===== src/rtl/gsim_pkg.sv =====
// rtl/gsim_pkg.sv - shared constants, FSM state and row tag type for the GSIM fetch path
package gsim_pkg;

    localparam int WORDS_PER_MAT = 17;   // rows 0..15 hold A, row 16 holds b
    localparam int ROWS_A        = 16;
    localparam int ADDR_W        = 10;
    localparam int DATA_W        = 256;
    localparam int FIFO_DEPTH    = 4;

    typedef enum logic [1:0] {
        ST_IDLE  = 2'd0,
        ST_FETCH = 2'd1,
        ST_DRAIN = 2'd2
    } state_t;

    typedef struct packed {
        logic [4:0] mat_idx;
        logic [4:0] row_idx;
        logic       last;
    } row_tag_t;

endpackage


===== src/rtl/gsim_fetch_fifo.sv =====
// rtl/gsim_fetch_fifo.sv - synchronous row buffer FIFO with registered storage output
// Ports: clk, rst_n (async active-low); push/push_data write side;
//        pop/pop_data read side (pop_data shows the head entry);
//        full, empty, count status.
module gsim_fetch_fifo #(
    parameter int WIDTH = 256,
    parameter int DEPTH = 4,
    localparam int PTR_W = $clog2(DEPTH),
    localparam int CNT_W = $clog2(DEPTH + 1)
) (
    input  logic             clk,
    input  logic             rst_n,
    input  logic             push,
    input  logic [WIDTH-1:0] push_data,
    input  logic             pop,
    output logic [WIDTH-1:0] pop_data,
    output logic             full,
    output logic             empty,
    output logic [CNT_W-1:0] count
);

    localparam logic [CNT_W-1:0] DEPTH_V = CNT_W'(DEPTH);

    logic [WIDTH-1:0] mem [DEPTH];
    logic [PTR_W-1:0] wr_ptr;
    logic [PTR_W-1:0] rd_ptr;
    logic             do_push;
    logic             do_pop;

    assign full     = (count == DEPTH_V);
    assign empty    = (count == '0);
    // A pop frees the head slot in the same cycle, so a full FIFO may still accept.
    assign do_pop   = pop && !empty;
    assign do_push  = push && (!full || pop);
    assign pop_data = mem[rd_ptr];

    always_ff @(posedge clk) begin
        if (do_push) begin
            mem[wr_ptr] <= push_data;
        end
    end

    always_ff @(posedge clk or negedge rst_n) begin
        if (!rst_n) begin
            wr_ptr <= '0;
            rd_ptr <= '0;
            count  <= '0;
        end else begin
            if (do_push) begin
                wr_ptr <= wr_ptr + PTR_W'(1);
            end
            if (do_pop) begin
                rd_ptr <= rd_ptr + PTR_W'(1);
            end
            case ({do_push, do_pop})
                2'b10:   count <= count + CNT_W'(1);
                2'b01:   count <= count - CNT_W'(1);
                default: count <= count;
            endcase
        end
    end

endmodule


===== src/rtl/gsim_mem_fetch.sv =====
// rtl/gsim_mem_fetch.sv - matrix memory walker feeding tagged rows to the GSIM solver core
// Ports: i_clk, i_rst_n (async active-low); i_start/i_matrix_num launch a run;
//        o_busy/o_done run status; o_mem_rreq/o_mem_addr/i_mem_rrdy read request;
//        i_mem_dout/i_mem_dout_vld in-order read return;
//        o_row_vld/o_row_data/o_row_idx/o_mat_idx/o_row_last/i_row_rdy row stream.
module gsim_mem_fetch
    import gsim_pkg::*;
#(
    parameter int WORDS_PER_MAT = gsim_pkg::WORDS_PER_MAT,
    parameter int FIFO_DEPTH    = gsim_pkg::FIFO_DEPTH,
    parameter int ADDR_W        = gsim_pkg::ADDR_W,
    parameter int DATA_W        = gsim_pkg::DATA_W
) (
    input  logic              i_clk,
    input  logic              i_rst_n,
    input  logic              i_start,
    input  logic [4:0]        i_matrix_num,
    output logic              o_busy,
    output logic              o_done,
    output logic              o_mem_rreq,
    output logic [ADDR_W-1:0] o_mem_addr,
    input  logic              i_mem_rrdy,
    input  logic [DATA_W-1:0] i_mem_dout,
    input  logic              i_mem_dout_vld,
    output logic              o_row_vld,
    output logic [DATA_W-1:0] o_row_data,
    output logic [4:0]        o_row_idx,
    output logic [4:0]        o_mat_idx,
    output logic              o_row_last,
    input  logic              i_row_rdy
);

    localparam int               CNT_W    = $clog2(FIFO_DEPTH + 1);
    localparam logic [4:0]       LAST_ROW = 5'(WORDS_PER_MAT - 1);
    localparam logic [CNT_W:0]   DEPTH_V  = (CNT_W + 1)'(FIFO_DEPTH);

    state_t            state;
    state_t            state_nxt;
    logic              done_q;
    logic              done_nxt;
    logic              start_ok;

    logic [4:0]        num_q;
    logic [ADDR_W-1:0] addr_q;
    logic [4:0]        req_row;
    logic [4:0]        req_mat;
    logic [4:0]        row_idx;
    logic [4:0]        mat_idx;
    logic [CNT_W-1:0]  outstanding;
    logic [CNT_W-1:0]  fifo_count;
    logic              fifo_full;
    logic              fifo_empty;
    logic [DATA_W-1:0] fifo_dout;

    logic              credit_ok;
    logic              accept;
    logic              push;
    logic              pop;
    logic              last_req;
    row_tag_t          tag;

    // Every issued read owns a FIFO slot until it is popped, so capping
    // in-flight plus buffered words at the depth makes overflow impossible.
    assign credit_ok  = ({1'b0, outstanding} + {1'b0, fifo_count}) < DEPTH_V;
    assign o_mem_rreq = (state == ST_FETCH) && credit_ok;
    assign o_mem_addr = addr_q;
    assign accept     = o_mem_rreq && i_mem_rrdy;
    // Returns with nothing outstanding are leftovers from before a reset.
    assign push       = i_mem_dout_vld && (outstanding != '0);
    assign pop        = o_row_vld && i_row_rdy;
    assign last_req   = (req_mat == num_q - 5'd1) && (req_row == LAST_ROW);

    assign tag.mat_idx = mat_idx;
    assign tag.row_idx = row_idx;
    assign tag.last    = (mat_idx == num_q - 5'd1) && (row_idx == LAST_ROW);

    assign o_row_vld  = !fifo_empty;
    assign o_row_data = o_row_vld ? fifo_dout : '0;
    assign o_row_idx  = o_row_vld ? tag.row_idx : '0;
    assign o_mat_idx  = o_row_vld ? tag.mat_idx : '0;
    assign o_row_last = o_row_vld && tag.last;
    assign o_busy     = (state != ST_IDLE);
    assign o_done     = done_q;

    gsim_fetch_fifo #(
        .WIDTH (DATA_W),
        .DEPTH (FIFO_DEPTH)
    ) u_fifo (
        .clk       (i_clk),
        .rst_n     (i_rst_n),
        .push      (push),
        .push_data (i_mem_dout),
        .pop       (pop),
        .pop_data  (fifo_dout),
        .full      (fifo_full),
        .empty     (fifo_empty),
        .count     (fifo_count)
    );

    always_ff @(posedge i_clk or negedge i_rst_n) begin
        if (!i_rst_n) begin
            state  <= ST_IDLE;
            done_q <= 1'b0;
        end else begin
            state  <= state_nxt;
            done_q <= done_nxt;
        end
    end

    always_comb begin
        state_nxt = state;
        done_nxt  = 1'b0;
        start_ok  = 1'b0;
        case (state)
            ST_IDLE: begin
                if (i_start) begin
                    if (i_matrix_num != 5'd0) begin
                        start_ok  = 1'b1;
                        state_nxt = ST_FETCH;
                    end else begin
                        done_nxt = 1'b1;
                    end
                end
            end
            ST_FETCH: begin
                if (accept && last_req) begin
                    state_nxt = ST_DRAIN;
                end
            end
            ST_DRAIN: begin
                if (pop && tag.last) begin
                    state_nxt = ST_IDLE;
                    done_nxt  = 1'b1;
                end
            end
            default: state_nxt = ST_IDLE;
        endcase
    end

    always_ff @(posedge i_clk or negedge i_rst_n) begin
        if (!i_rst_n) begin
            num_q   <= '0;
            addr_q  <= '0;
            req_row <= '0;
            req_mat <= '0;
            row_idx <= '0;
            mat_idx <= '0;
        end else if (start_ok) begin
            num_q   <= i_matrix_num;
            addr_q  <= '0;
            req_row <= '0;
            req_mat <= '0;
            row_idx <= '0;
            mat_idx <= '0;
        end else begin
            // Linear address equals request index: m*WORDS_PER_MAT + r.
            if (accept) begin
                addr_q <= addr_q + ADDR_W'(1);
                if (req_row == LAST_ROW) begin
                    req_row <= '0;
                    req_mat <= req_mat + 5'd1;
                end else begin
                    req_row <= req_row + 5'd1;
                end
            end
            if (pop) begin
                if (row_idx == LAST_ROW) begin
                    row_idx <= '0;
                    mat_idx <= mat_idx + 5'd1;
                end else begin
                    row_idx <= row_idx + 5'd1;
                end
            end
        end
    end

    always_ff @(posedge i_clk or negedge i_rst_n) begin
        if (!i_rst_n) begin
            outstanding <= '0;
        end else begin
            case ({accept, push})
                2'b10:   outstanding <= outstanding + CNT_W'(1);
                2'b01:   outstanding <= outstanding - CNT_W'(1);
                default: outstanding <= outstanding;
            endcase
        end
    end

endmodule


===== config.mk =====
export PLATFORM = sky130hd
export DESIGN_NAME = gsim_mem_fetch
export DESIGN_NICKNAME = d
export VERILOG_FILES = /design/src/rtl/gsim_pkg.sv /design/src/rtl/gsim_fetch_fifo.sv /design/src/rtl/gsim_mem_fetch.sv
export SDC_FILE = /design/constraint.sdc
export NUM_CORES = 1
export LEC_CHECK = 0
export ABC_AREA = 1
export CAP_MARGIN = 20
export CORE_MARGIN = 4
export CORE_UTILIZATION = 60
export CTS_CLUSTER_DIAMETER = 30
export CTS_CLUSTER_SIZE = 28
export DETAILED_ROUTE_END_ITERATION = 16
export PLACE_DENSITY = 0.9
export SLEW_MARGIN = 20
export SYNTH_ARGS = -nofsm -noshare
export SYNTH_HDL_FRONTEND = slang
export SYNTH_SLANG_ARGS = --single-unit

===== constraint.sdc =====
create_clock -name i_clk -period 21.9 [get_ports i_clk]
set_input_delay 3.285 -clock i_clk [delete_from_list [all_inputs] [get_ports i_clk]]
set_output_delay 3.285 -clock i_clk [all_outputs]
set_load 0.01 [all_outputs]

**Yosys cells after proc, flatten, opt, wreduce, memory -nomap -nowiden**

Memories as Yosys holds them, arrays and structs flattened.
Index checks and enable logic that the tools add are counted.
W data, S select, Z words.

- Output and inout bits: 281
- Word-level logic and storage cells: 103
- Bits in registers: 48
- Memories: 1
- Input bits: 267
- Memory bits (writable): 1,024

Memories:

| memory | words | width | read ports | clocked after memory_dff | wr ports | RTL line | RTL |
|---|---|---|---|---|---|---|---|
| u_fifo.mem | 4 | 256 | 1 | 0 | 1 | gsim_fetch_fifo.sv:24 | `logic [WIDTH-1:0] mem [DEPTH];` |

- Equal/unequal tests: 15
- Magnitude comparators: 1
- Muxes and demuxes: 33
- $add $sub $neg: 13
- Reduce and logical (&&, ||, !) cells: 28

Operator list:

| kind | count |
|---|---|
| $mux W256 | 1 |
| $mux W5 | 14 |
| $add A5 B1 Y5 const B | 4 |
| $mux W10 | 2 |
| $reduce_bool A2 Y1 | 7 |
| $pmux W3 S2 | 2 |
| $logic_and A1 B1 Y1 | 11 |
| $add A10 B1 Y10 const B | 1 |
| $eq A5 B5 Y1 | 2 |
| $eq A5 B5 Y1 const B | 2 |
| $mux W1 | 8 |
| $mux W2 | 4 |
| $add A3 B1 Y3 const B | 2 |
| $eq A2 B1 Y1 const B | 3 |
| $eq A2 B2 Y1 const B | 3 |
| $ne A2 B2 Y1 const B | 3 |
| $pmux W2 S3 | 1 |
| $sub A3 B1 Y3 const B | 2 |
| $reduce_bool A5 Y1 | 1 |
| $sub A5 B1 Y5 const B | 1 |
| $add A2 B1 Y2 const B | 2 |
| $add A3 B3 Y4 | 1 |
| $lt A4 B3 Y1 const B | 1 |
| $reduce_and A2 Y1 | 2 |
| 9 further kinds | 10 |

**Longest topological paths before layout**

- Depth after elaboration: 7
- Gate-level depth with buffers: 12
- Mapped depth without buffers: 12

**By module**

Synthesis repeated with hierarchy kept, for this count alone.

- Cells, all modules: 3,662
- Area, all modules: 43,387.9 µm²

Modules (own cells, without submodules):

| module | area each (µm²) | cells an instance | seq. area each (µm²) | instances |
|---|---|---|---|---|
| gsim_fetch_fifo | 38,812.2 | 2,793 | 30,924.7 | 1 |
| gsim_mem_fetch | 4,575.6 | 869 | 1,026.0 | 1 |

**Worst setup path before layout**

OpenSTA, ideal clock, no wires.

- Path type: input port to flip-flop
- Start: in i_mem_dout_vld
- End: mem u_fifo.mem[0][0] (enable)
- Slack: 6,711 ps
- Path buffers: 0
- Arrival time: 14,310 ps
- Library setup time: 879 ps
- Cell stages on the path: 4
- Data required time: 21,021 ps
- Cell sequence: inv_1 -> a31oi_1 -> nand2_1 -> nor2_1

- Longest elaborated chain between the ends: 4

Ends and longest elaborated chain:

| item | RTL line | RTL |
|---|---|---|
| from (decl) | gsim_mem_fetch.sv:24 | `input logic i_mem_dout_vld,` |
| $logic_and A1 B1 Y1 | gsim_mem_fetch.sv:69 | `assign push = i_mem_dout_vld && (outstanding != '0);` |
| $logic_and A1 B1 Y1 | gsim_fetch_fifo.sv:34 | `assign do_push = push && (!full \|\| pop);` |
| $mux W1 | gsim_fetch_fifo.sv:38 | `if (do_push) begin` |
| $mux W1 (implied by the code) | gsim_fetch_fifo.sv:39 | `mem[wr_ptr] <= push_data;` |
| to (decl) | gsim_fetch_fifo.sv:24 |  |

No other way between the ends.

**Worst setup path after layout**

- Start: reg u_fifo.rd_ptr[0]
- End: out o_row_data[230]

- Longest elaborated chain between the ends: 2

Ends and longest elaborated chain:

| item | RTL line | RTL |
|---|---|---|
| from (decl) | gsim_fetch_fifo.sv:26 | `logic [PTR_W-1:0] rd_ptr;` |
| from (signal assigned) | gsim_fetch_fifo.sv:53 | `rd_ptr <= rd_ptr + PTR_W'(1);` |
| $mem_v2 Z4 W256 | n/a |  |
| $mux W256 | gsim_mem_fetch.sv:78 | `assign o_row_data = o_row_vld ? fifo_dout : '0;` |
| to (decl) | gsim_mem_fetch.sv:26 | `output logic [DATA_W-1:0] o_row_data,` |

No other way between the ends.

==> results.ini <==
[outcome]
status=finished clean

[cts]
cts_tree=yes
cts_hold_buffers=0
root_buffer=clkbuf_16
clk_latency_ps=740
numCtsBuffers=164
cts_sinks=1072
cts_buffer_depth=3
post_cts_buffers=0
clkTransAtPathRegs_ps=50
cts_resized=0
htree_levels=4

[routing]
wl_per_cell_um=24.0
antenna_left=0
totalWireLength_um=121000
vias=30700
avgViaCountPerCell=6.06
drc=0
first_pass_iters=6
drt_iter0_markers=4024

[sta]
post-route-min-period_ps=9250
finalHoldViolCount=0
drv_slew=0
finClkSkew_ps=49.1
max_freq_mhz=108
finalSetupViolCount=0
slew_headroom_pct=26.4
grt_setup_unrepaired=false
tightest_slew_ps=1100
finalCritPeriodShare_pct=42.2
setup-tns-final_ps=0

[place]
dpl.cell_count=4715
place_area_mm2=0.0484
globalplace.congestion=0.853
dp_hpwl_um=62900
numPortBuffers=547

[hold_path]
hold_class=reg -> reg
hold_path_depth=1

[finish]
final_nets=4227
syn2layout_area_growth_pct=27.7
seq_area_mm2=0.0320
fillers=3545
final_cells=5054
multi_input_area_mm2=0.00922
finalInstanceArea_mm2=0.0541
drive_above_1_share_pct=8.06

[grt]
grt.met2_usage_pct=52.7
busiest_layer=met2
grt_use_met1_pct=37.0
grt_use_total_pct=31.4
grt_start_max_net_pins=291
grt_pass1_vias=30500
grt_first_pass_wirelength_um=179000
grt_util_met3_pct=7.60
antenna_found_initial=41
grt_overflow=0

[worst_setup_path]
ff2ff_setup_slack_ps=17780
setup.worst_path.end_class=output pin
worst-path-max-fanout=100
cp-endpoint=o_row_data[230]
cp.arrival_ps=5960
r2r_start=outstanding[1]
cp-startpoint=u_fifo.rd_ptr[0]
crit_path_start_kind=register
worstSetupPathType=reg -> out
rr_endpoint=u_fifo.mem[2][58]
reg2regPathDepth=6
required_ps=18620

[synthesis]
ys_warn_count=0
synth_area_mm2=0.0424
syn_inst=3401
synth-seq-cells=1072
yosysUniqueCellTypes=34
synth.avg_cell_area_um2=12.5
syn_nets=3686
ys_seq_area_share_pct=75.4

[power]
cellPowerDensity_mw_per_mm2=162
pwr-share-comb_pct=37.5
p_clk_share_pct=29.8
seqPwrFrac_pct=32.7
p_int_w=0.00559
p_sw_share_pct=36.3
irDropWorstVdd_mv=0.125
p_sw_w=0.00318
p_leak_nw=18.6
total_power_w=0.00878

[floorplan]
row_count=97
initial_core_util_pct=60.5
dieArea_mm2=0.0749
die_height_um=274
num_io_pins=548
die_w_um=274
core_mm2=0.0700

[flow_run]
max-cap-violations=0

==> sequential cells by signal, summed over array words and instances (netlist names) <==
| register | flops |
|---|---|
| u_fifo.count | 3 |
| row_idx | 5 |
| req_row | 5 |
| mat_idx | 5 |
| state | 2 |
| req_mat | 5 |
| u_fifo.wr_ptr | 2 |
| o_done | 1 |
| outstanding | 3 |
| o_mem_addr | 10 |
| u_fifo.mem | 1024 |
| u_fifo.rd_ptr | 2 |
| num_q | 5 |
==> layout make-up <==
class / count / area share [%]
flip-flops and latches: 1072 / 59.1
multi-input cells: 2053 / 17.0
repair buffers: 578 / 10.6
clock buffers: 181 / 7.82
clock inverters: 123 / 2.55
well taps: 940 / 2.17
inverters: 73 / 0.571
diodes: 34 / 0.157
==> through the flow <==
step                util, %  hold WS [ps]  worst slack, ps
global placement       69.1           494            13880
floorplan                 -           468             6710
detailed placement     69.1           518            13720
finish                 77.3           524            12650
global route           77.3           543            12490
CTS                    77.1           522            12770
==> how the worst min path moves through the flow <==
stage | start | slack, ps | to
final | outstanding[0] | 520 | outstanding[0]
after global routing | outstanding[0] | 540 | outstanding[0]
after CTS | outstanding[0] | 520 | outstanding[0]
after detailed placement | outstanding[0] | 520 | outstanding[0]
after global placement | outstanding[0] | 490 | outstanding[0]
after floorplan | outstanding[0] | 470 | outstanding[0]
==> placed cells by master, fill, tap and decap left out, types with 3 or more instances in the layout <==
cell and n:
nor2_4 5, inv_2 3, inv_1 65, inv_6 22, nor2_1 1061, ha_1 16, nor2_2 3, nand3_1 37
a21oi_1 267, clkbuf_1 14, clkinv_2 17, buf_4 27, diode_2 34, o21ai_1 3, nor2_8 3, clkdlybuf4s50_1 546
clkinv_16 4, dfrtp_1 46, bufinv_16 18, o21ai_0 540, clkinv_8 4, nand4_1 8, nand2_2 3, edfxtp_1 1024
nand2_4 4, xor2_1 18, clkinv_1 22, clkbuf_16 167, nand2_1 72, clkinvlp_4 21, clkinv_4 16
==> cells in the mapped netlist <==
cell type	number	share of area [%]
o21ai_1	3	0.035
xor2_1	18	0.37
nor3_1	2	0.024
nor2_8	3	0.14
nor2_1	1065	9.4
buf_2	114	1.3
nand2_1	72	0.64
o22ai_1	2	0.030
inv_4	1	0.015
inv_2	4	0.035
inv_6	1	0.021
a21oi_1	267	3.2
buf_4	6	0.11
nor2_4	1	0.027
nand2_4	4	0.11
xnor2_1	2	0.041
clkbuf_8	1	0.032
buf_6	2	0.053
nand4_1	8	0.12
inv_1	66	0.58
nor4_1	1	0.015
a22o_2	1	0.024
dfrtp_1	48	2.8
edfxtp_1	1024	73
o21a_1	2	0.035
o21ai_0	540	6.4
a31oi_1	1	0.015
nand2_2	3	0.044
clkbuf_1	80	0.71
clkinv_2	1	0.012
nand3_1	37	0.44
nor2_2	3	0.044
ha_1	16	0.47
fa_1	2	0.094
==> worst max-delay path, cell delays in order (launching register included) <==
cell and delay (ps):
dfrtp_4 850, buf_4 860, buf_4 880, buf_4 970
nor2_1 180, nor2_1 240, o21ai_0 190, a21oi_1 220
clkdlybuf4s50_1 610
==> cells by family after synthesis <==
kind of cell,after synthesis,synth area share (%)
DFF,1072,75.4
and+or+nand+nor,1199,11.0
xor gates and xnor gates,20,0.413
adders and majority gates,18,0.567
AOI/OAI and AO/OA,816,9.67
buffers and inverters,276,2.91
==> power by group through the flow <==
| stage | sequential, W | clock (W) | combinational [W] |
|---|---|---|---|
| 2_1_floorplan | 0.00299 | 0 | 0.00168 |
| 3_3_place_gp | 0.00286 | 0 | 0.00305 |
| 3_5_place_dp | 0.00288 | 0 | 0.00314 |
| 4_1_cts | 0.00286 | 0.00263 | 0.00324 |
| 5_1_grt | 0.00289 | 0.00273 | 0.00350 |
| 6_report | 0.00287 | 0.00261 | 0.00329 |
==> routing by layer <==
| layer | up-vias | part of all wire [%] |
|---|---|---|
| li1 | 13200 | - |
| met3 | 475 | 9.6 |
| met1 | 14800 | 34 |
| met5 | - | 0.068 |
| met2 | 2131 | 50 |
| met4 | 14 | 6.3 |
No activity file was read; power rests on OpenSTA's default activity.
